==> src/rtl/bcd_updown_counter.sv <==
// Packed-BCD up/down counter with terminal wrap, parallel load and load
// validation. Count, wrap strobe and load-error strobe are all registered.
module bcd_updown_counter #(
  parameter int unsigned         DIGITS = 2,
  parameter logic [4*DIGITS-1:0] TOP    = 8'h59
) (
  input  logic                clk,
  input  logic                rst,
  input  logic                clr,
  input  logic                load,
  input  logic [4*DIGITS-1:0] load_val,
  input  logic                en,
  input  logic                up,
  output logic [4*DIGITS-1:0] count,
  output logic                wrap,
  output logic                load_err
);

  localparam int unsigned W = 4 * DIGITS;

  logic [W-1:0] r_count;
  logic         r_wrap;
  logic         r_load_err;

  logic [W-1:0] w_inc;
  logic [W-1:0] w_dec;
  logic [W-1:0] w_next_count;
  logic         w_next_wrap;
  logic         w_next_err;
  logic         w_count_ok;
  logic         w_load_ok;

  // True when every nibble of v is a decimal digit.
  function automatic logic digits_ok(input logic [W-1:0] v);
    logic ok;
    ok = 1'b1;
    for (int unsigned i = 0; i < DIGITS; i++) begin
      if (v[4*i +: 4] > 4'd9) ok = 1'b0;
    end
    return ok;
  endfunction

  // Packed BCD compares correctly as binary once every nibble is a digit.
  assign w_count_ok = digits_ok(r_count) && (r_count <= TOP);
  assign w_load_ok  = digits_ok(load_val) && (load_val <= TOP);

  // Ripple BCD increment and decrement of the whole count in one cycle.
  always_comb begin
    logic       carry;
    logic       borrow;
    logic [3:0] d;
    w_inc  = '0;
    w_dec  = '0;
    carry  = 1'b1;
    borrow = 1'b1;
    d      = 4'd0;
    for (int unsigned i = 0; i < DIGITS; i++) begin
      d = r_count[4*i +: 4];
      if (carry) begin
        if (d == 4'd9) begin
          w_inc[4*i +: 4] = 4'd0;
        end else begin
          w_inc[4*i +: 4] = d + 4'd1;
          carry           = 1'b0;
        end
      end else begin
        w_inc[4*i +: 4] = d;
      end
      if (borrow) begin
        if (d == 4'd0) begin
          w_dec[4*i +: 4] = 4'd9;
        end else begin
          w_dec[4*i +: 4] = d - 4'd1;
          borrow          = 1'b0;
        end
      end else begin
        w_dec[4*i +: 4] = d;
      end
    end
  end

  // Next-state selection with priority clr > load > en.
  always_comb begin
    w_next_count = r_count;
    w_next_wrap  = 1'b0;
    w_next_err   = 1'b0;
    if (clr) begin
      w_next_count = '0;
    end else if (load) begin
      // A rejected load holds the count and also swallows this cycle's step.
      if (w_load_ok) begin
        w_next_count = load_val;
      end else begin
        w_next_err = 1'b1;
      end
    end else if (en) begin
      if (!w_count_ok) begin
        // Corrupted count recovers to zero and flags it like a wrap.
        w_next_count = '0;
        w_next_wrap  = 1'b1;
      end else if (up) begin
        if (r_count == TOP) begin
          w_next_count = '0;
          w_next_wrap  = 1'b1;
        end else begin
          w_next_count = w_inc;
        end
      end else begin
        if (r_count == '0) begin
          w_next_count = TOP;
          w_next_wrap  = 1'b1;
        end else begin
          w_next_count = w_dec;
        end
      end
    end
  end

  // State and strobe registers; reset clears everything immediately.
  always_ff @(posedge clk or posedge rst) begin
    if (rst) begin
      r_count    <= '0;
      r_wrap     <= 1'b0;
      r_load_err <= 1'b0;
    end else begin
      r_count    <= w_next_count;
      r_wrap     <= w_next_wrap;
      r_load_err <= w_next_err;
    end
  end

  assign count    = r_count;
  assign wrap     = r_wrap;
  assign load_err = r_load_err;

endmodule

==> config.mk <==
export PLATFORM = sky130hd
export DESIGN_NAME = bcd_updown_counter
export DESIGN_NICKNAME = d
export VERILOG_FILES = /design/src/rtl/bcd_updown_counter.sv
export SDC_FILE = /design/constraint.sdc
export NUM_CORES = 1
export LEC_CHECK = 0
export CORE_UTILIZATION = 47
export DETAILED_ROUTE_END_ITERATION = 10
export PLACE_DENSITY = 0.79
export SLEW_MARGIN = 10
export SYNTH_ARGS = -nofsm -noshare
export SYNTH_HDL_FRONTEND = slang
export SYNTH_SLANG_ARGS = --single-unit
==> constraint.sdc <==
create_clock -name clk -period 2 [get_ports clk]
set_input_delay 0.2 -clock clk [delete_from_list [all_inputs] [get_ports clk]]
set_output_delay 0.2 -clock clk [all_outputs]
set_load 0.05 [all_outputs]
# After elaboration in Yosys (flattened, before gate mapping)
# Index checks and enable logic that the tools add are counted.
[op_classes]
eq_ne = 6
n_mux = 30
addsub = 4
n_lt_le_gt_ge = 6
reduce_logical = 8
[op_table]
columns = ["cell", "count"]
rows = [
  ["two-way mux 8 bit", 8],
  ["two-way mux 4 bit", 6],
  ["greater-than comparator 4 bit, second input constant", 4],
  ["<= comparator 8 x 7 -> 1 bit, second input constant", 2],
  ["two-way mux 1 bit", 16],
  ["!= test 6 x 4 -> 1 bit, second input constant", 2],
  ["adder 4 x 1 -> 4 bit, second input constant", 2],
  ["equality test 4 bit, second input constant", 2],
  ["equality test 8 x 7 -> 1 bit, second input constant", 1],
  ["logical NOT 4 bit", 2],
  ["logical NOT 8 bit", 1],
  ["subtractor 4 x 1 -> 4 bit, second input constant", 2],
  ["AND reduction 4 bit", 1],
  ["!= test 3 x 2 -> 1 bit, second input constant", 1],
  ["nonzero test 3 bit", 1],
  ["logical AND 1 bit", 2],
  ["AND reduction 2 bit", 1],
]
[totals]
inputBits = 14
regBits = 10
word_cells = 58
out_inout_bits = 10

# Logic depth before layout (Yosys ltp)
[logic_depth]
word_depth = 9
ltp_mapped = 6
depth_no_buf = 5

# Worst setup path after synthesis
# OpenSTA, ideal clock, no wires.
[synth_path]
path_kind = "register to register"
from = "register r_count[5] (netlist: count[5])"
to = "register r_count[5] (netlist: count[5])"
synth_period_minus_slack_ps = 1982
path_stages_with_launch = 7
setup_slack_ps = 18
required_time_ps = 1904
n_path_buf = 1
setup_time_ps = 96
t_arrival_ps = 1887
cell_sequence = "dfrtp_1 > buf_6 > a21oi_4 > and2_4 > a2bb2oi_1 > or4_1 > a311oi_2"
[synth_via]
elab_chain_cells = 9
word_cells_on_any_way = 24
classes_between = "add/sub (2); order compare (2); eq/ne (4); mux (12); reduce/logical (4)"
[synth_rtl]
columns = ["element", "line", "rtl"]
rows = [
  ["from (decl)", "21", "logic [W-1:0] r_count;"],
  ["from (signal assigned)", "126", "r_count <= w_next_count;"],
  ["subtractor 4 x 1 -> 4 bit, or another cell as far along", "73", "w_dec[4*i +: 4] = d - 4'd1;"],
  ["two-way mux 4 bit (on tied branches)", "70, 60", ""],
  ["two-way mux 4 bit (on tied branches)", "69, 59", ""],
  ["two-way mux 8 bit (on tied branches)", "109, 102", ""],
  ["two-way mux 8 bit", "101", "end else if (up) begin"],
  ["two-way mux 8 bit", "97", "if (!w_count_ok) begin"],
  ["two-way mux 8 bit", "96", "end else if (en) begin"],
  ["two-way mux 8 bit", "89", "end else if (load) begin"],
  ["two-way mux 8 bit", "87", "if (clr) begin"],
]
# Several ways; a longest one is shown, not always the timed one. The select of a mux whose other input is x is not followed.
# A chain may end at the register's enable or synchronous reset.

# Worst setup path after layout
[layout_path]
from = "register r_count[4] (netlist: count[4])"
to = "output port count[4]"
[layout_rtl]
columns = ["element", "line", "rtl"]
rows = [
  ["to (decl)", "14", "output logic [4*DIGITS-1:0] count,"],
]
# No word-level cell between the ends.

==> out/qor.csv <==
metric,value,unit
row_count,15,
peakVddDrop,574.0,uV
synthMuxAreaShare,0.01170,
die_height,44.67,um
cp-startpoint,count[4],
grt_pass1_wl,4209,um
synthArstFlopShare,1.000,
timing.critical_path.cells,clkdlybuf4s50_1,
syn_nets,119,
cp.required,1.80,ns
cp-end-kind,primary output,
start_util,0.5011,
cp-start-kind,register,
min_period,1.908,ns
ys_seq_area_frac,0.2924,
nFillCells,151,
cts_buffers,3,
cp_top_family,buffers and inverters,
vias,945,
avgSynthCellArea,8.151,um2
ys.flop_type,dfrtp_1,
synthSimpleGateAreaFrac,0.2529,
drive_gt1_frac,0.1591,
seqCellArea,251.5,um2
maxCapViolations,0,
root_buffer,clkbuf_4,
postRouteAntennaNets,0,
grt_max_degree,14,
hp-class,input pin to async pin,
path_clk_slew,0.07,ns
setup_viol,0,
yosysTopAreaCell,dfrtp_1,
synth.distinct_cells,42,
cp.arrival,1.71,ns
layout-area-overhead-vs-synth,37.57,%
gr-total-overflow,0,
wl_per_cell,15.84,um
power.leakage,0.4989,nW
synthAdderAreaFrac,0,
path_max_fanout,10,
synth-edff-count,0,
final_hold_viol_count,0,
critPathBufInv,1,
post-cts-setup-buffers,0,
insertion_delay,0.27,ns
synth_compound_area_frac,0.3421,
period_share,0.9539,
clock_path_buffers,2,
tns,0,ns
skew,0.008629,ns
multi_input_area,545.5,um2
rrSetupSlack,0.18,ns
io_pins,24,
tightest_slew,0.5136,ns
portBuffers,23,
ys_warn_count,0,
antenna_cells,0,
grt_setup_unrepaired,no,
route.detailed.drc,0,
grt_use_total,0.2930,
cts_sinks,10,
cp.depth,1,
worstSetupPathType,register to primary output,
synth_top_cell_area_share,0.2924,
dp_hpwl,1799,um
cts.htree.levels,1,
status,"finished, final reports clean",
synthTopCellsByArea,"dfrtp_1, nand2_1, o21ai_0, nor2_1, a22o_1",
relSlewSlack,0.6565,
grt_pass1_vias,906,
dr.pass1.iters,4,
via_per_inst,6.019,
fmax,0.5242,GHz
synth_top_family_by_area,compound AO/OA/AOI/OAI gates,
antenna_found_initial,0,
slowest_delay,0.89,ns
core_region_area,1708,um2
die_x,44.67,um
wirelength,2487,um
cts_tree,built,
die_area,1995,um2
synth-xor-area-share,0.03070,
cp_slowest_cell,clkdlybuf4s50_1,
reg2reg_from,count[6],
final_nets,147,
drt_iter0_markers,24,
syn_area,855.8,um2
timing.hold.ws,0.2123,ns
ys_ff_latch,10,
finalPower,0.7630,mW
final_max_slew_viol_count,0,
place_congestion,0.8619,
power_density,648.0,nW/um2
synthesis.instances,105,
worstRegToRegCells,5,
Yosys cell counts (2+ instances only):
library cell and number:
nand3b_1 2, inv_1 4, nor3b_1 2, buf_2 3, o211ai_1 2, dfrtp_1 10, nand3_1 2, nor2_1 8
nor4_1 2, a22o_1 3, a21oi_1 5, nand2b_1 3, a311oi_1 3, xor2_1 2, nand2_1 10, nor2b_1 2
a211oi_1 3, nand4_1 2, nor3_1 3, o21ai_0 7, a31oi_1 2, clkbuf_1 5
registers in the layout, indices dropped and copies added (netlist names):
| signal | cells |
|---|---|
| count | 8 |
| load_err | 1 |
| wrap | 1 |
cell usage in the layout, fill, tap and decap left out, types with 3 or more instances in the layout:
cell type        synthesis  layout
a311oi_1                 3       3
nand2_1                 10      10
clkdlybuf4s50_1          0      19
nand2b_1                 3       3
a211oi_1                 3       3
inv_1                    4       4
a22o_1                   3       3
nor2_1                   8       8
nor3_1                   3       3
o21ai_0                  7       7
a21oi_1                  5       5
dfrtp_1                 10       9
buf_4                    0      11
clkbuf_4                 0       3
kinds of logic after synthesis:
kind of cell | count (synthesis)
compound gates | 37
xor+xnor | 3
buf+inv | 13
flops | 10
mux | 1
simple gates | 41
stage by stage:
stage	setup WS [ns]	instances	cell area (um2)	utilization
2_1_floorplan	0.01762	105	855.8	-
3_3_place_gp	0.08249	153	1135	0.6645
3_5_place_dp	-0.02192	153	1135	0.6645
4_1_cts	0.05398	157	1171	0.6857
5_1_grt	0.03405	157	1177	0.6894
6_report	0.09222	157	1177	0.6894
per-layer routing:
metal / routed length, um / track usage
met4: 10 / 0.1091
met3: 110 / 0.04490
met2: 1192 / 0.4529
met5: 0 / 0
met1: 1173 / 0.4116
worst paths after layout:
path	to
worst min register to register	count[7]
worst max-delay path	count[4]
max in group asynchronous	count[5]
worst max register to register	count[5]
worst min-delay path	count[4]
min in group clk	count[5]
layout make-up:
type,count,share of cell area
Clock buffer,4,0.03082
Inverter,4,0.01275
Multi-Input combinational cell,82,0.4633
Sequential cell,10,0.2136
Tap cell,25,0.02657
Timing Repair Buffer,32,0.2529
report_power, final:
| part | internal [mW] | switching, mW |
|---|---|---|
| Combinational | 0.137 | 0.175 |
| Clock | 0.111 | 0.0744 |
| Sequential | 0.219 | 0.0472 |
what timing repair did:
action,CTS,global route
setup endpoints to repair,0,3
hold buffers,0,0
resized for setup,0,3
No activity file was read; power rests on OpenSTA's default activity.
==> RTL change (same flow settings) <==
Change the parameter `DIGITS` from 2 to 4.
--- a/src/rtl/bcd_updown_counter.sv
+++ b/src/rtl/bcd_updown_counter.sv
@@ -2,5 +2,5 @@
 // validation. Count, wrap strobe and load-error strobe are all registered.
 module bcd_updown_counter #(
-  parameter int unsigned         DIGITS = 2,
+  parameter int unsigned         DIGITS = 4,
   parameter logic [4*DIGITS-1:0] TOP    = 8'h59
 ) (
Interface: changed (resized count and load_val); port bits go from 24 to 40. The function was not compared with the original's and may differ.
==> RTL change against the unedited design <==
Routed wire length up 40%. Sequential cell count up 8. Final area up 54%. Total power up 19%. Worst setup slack worse by 0.086 ns. Maximum frequency down 4.3%. Synthesized area up 33%.
==> RTL change: results <==
[run_status]
status = complete, no violations

[place]
place_ws_ns = -0.4713
io_buffers = 39
hpwl_mm = 2.545
gp_congestion = 0.9770

[logic_synthesis]
synth_commonest_cells = dfrtp_1, nand2_1, clkbuf_1, nor2_1, nor3b_1
synthFlopType = dfrtp_1
synth-compound-area-share_pct = 19.41
synth_mux_area_share_pct = 0.8772
synthTopCellsByArea = dfrtp_1, nor3b_1, a221oi_1
synth-edff-count = 0
synthesis.nets = 153
synthXorXnorAreaFrac_pct = 2.303
ys_types = 40
async_reset_ff_share_pct = 100.0
ys_seq_area_share_pct = 39.47

[setup_path]
reg2reg_slack_ns = 0.07
worstReg2RegStart = count[3]
rr_endpoint = count[4]
arrival_ns = 2.15
crit_fanout = 5
r2r_cells = 6

[power_and_ir_drop]
internal-power_w = 0.0006151
p_clk_w = 0.000233
combinationalPower_w = 0.000280
p_leak_nw = 0.7758
ir_drop_mv = 0.3494
combPwrFrac_pct = 30.9

[route]
drtIter0Drc = 34
dr.pass1.iters = 6
wire_per_inst_microns = 16.06
via_per_inst = 6.078

[grt]
grt_pass1_wl_mm = 5.602
first_global_vias = 1197
track_usage_pct = 29.23
grt_max_degree = 19

[timing]
finalHoldViolations = 0
finalClockSkew_ns = 0.004345
worst_slew_pin_slew_ns = 0.7151
hold_slack_ns = 0.3207

[cells_and_area]
antenna_cells = 0
layout-drive-gt1-share_pct = 26.46
largest_reg_flops = 16
fin_nets = 212

[clock_network]
post-cts-setup-buffer-count = 2
cts_resized = 14
clk_latency_ns = 0.30
ctsLongestPathBuffers = 2
htreeDepth = 1
clk_pin_slew_ns = 0.11
clock_tree.root_cell = clkbuf_4
==> RTL change: cell count changes in the layout (fill, tap and decap cells not counted), sizes merged, moves of 6 or more <==
cell | unedited run | this run
a221oi | 0 | 6
dfrtp | 10 | 18
nor3b | 2 | 8
clkdlybuf4s50 | 19 | 30
dlygate4sd2 | 0 | 8
buf | 11 | 26
==> RTL change: per-layer routing <==
layer	vias up	part of all wire [%]	wire (microns)	track usage [%]
li1	618	-	-	-
met4	0	2.3	81	11.26
met2	54	50	1730	50.44
met5	-	0	0	0
met3	10	5.2	181	4.167
met1	637	43	1490	36.62
==> RTL change: critical path: stages <==
cell,delay (ns)
clkdlybuf4s50_1,0.42
a211o_1,0.31
or4_4,0.55
and2_4,0.18
buf_4,0.14
a221oi_1,0.26
a211oi_2,0.09
==> RTL change: worst max-delay path by stage <==
stage,to,from,slack [ns],depth (start not counted)
2_1_floorplan,count[5],load_val[9],-0.03,6
3_3_place_gp,count[4],load_val[9],-0.40,6
3_5_place_dp,count[4],load_val[9],-0.47,6
4_1_cts,count[5],load_val[15],0.01,6
5_1_grt,count[4],load_val[15],-0.03,7
6_report,count[4],load_val[5],0.006,7
==> RTL change: stage by stage <==
stage / area, sq um / cells
2_1_floorplan: 1162 / 131
3_3_place_gp: 1710 / 210
3_5_place_dp: 1710 / 210
4_1_cts: 1773 / 216
5_1_grt: 1813 / 217
6_report: 1813 / 217
==> RTL change: layout make-up <==
type                            count  area, sq um
Multi-Input combinational cell     98        693.2
Inverter                            4        15.01
Clock buffer                        4        36.28
Timing Repair Buffer               65        575.6
Tap cell                           28        35.03
Fill cell                         157        441.7
Sequential cell                    18        457.9
==> RTL change: cells by family after synthesis <==
family	Yosys count
simple gates	63
xor+xnor	3
buf+inv	15
compound gates	31
mux	1
flops	18
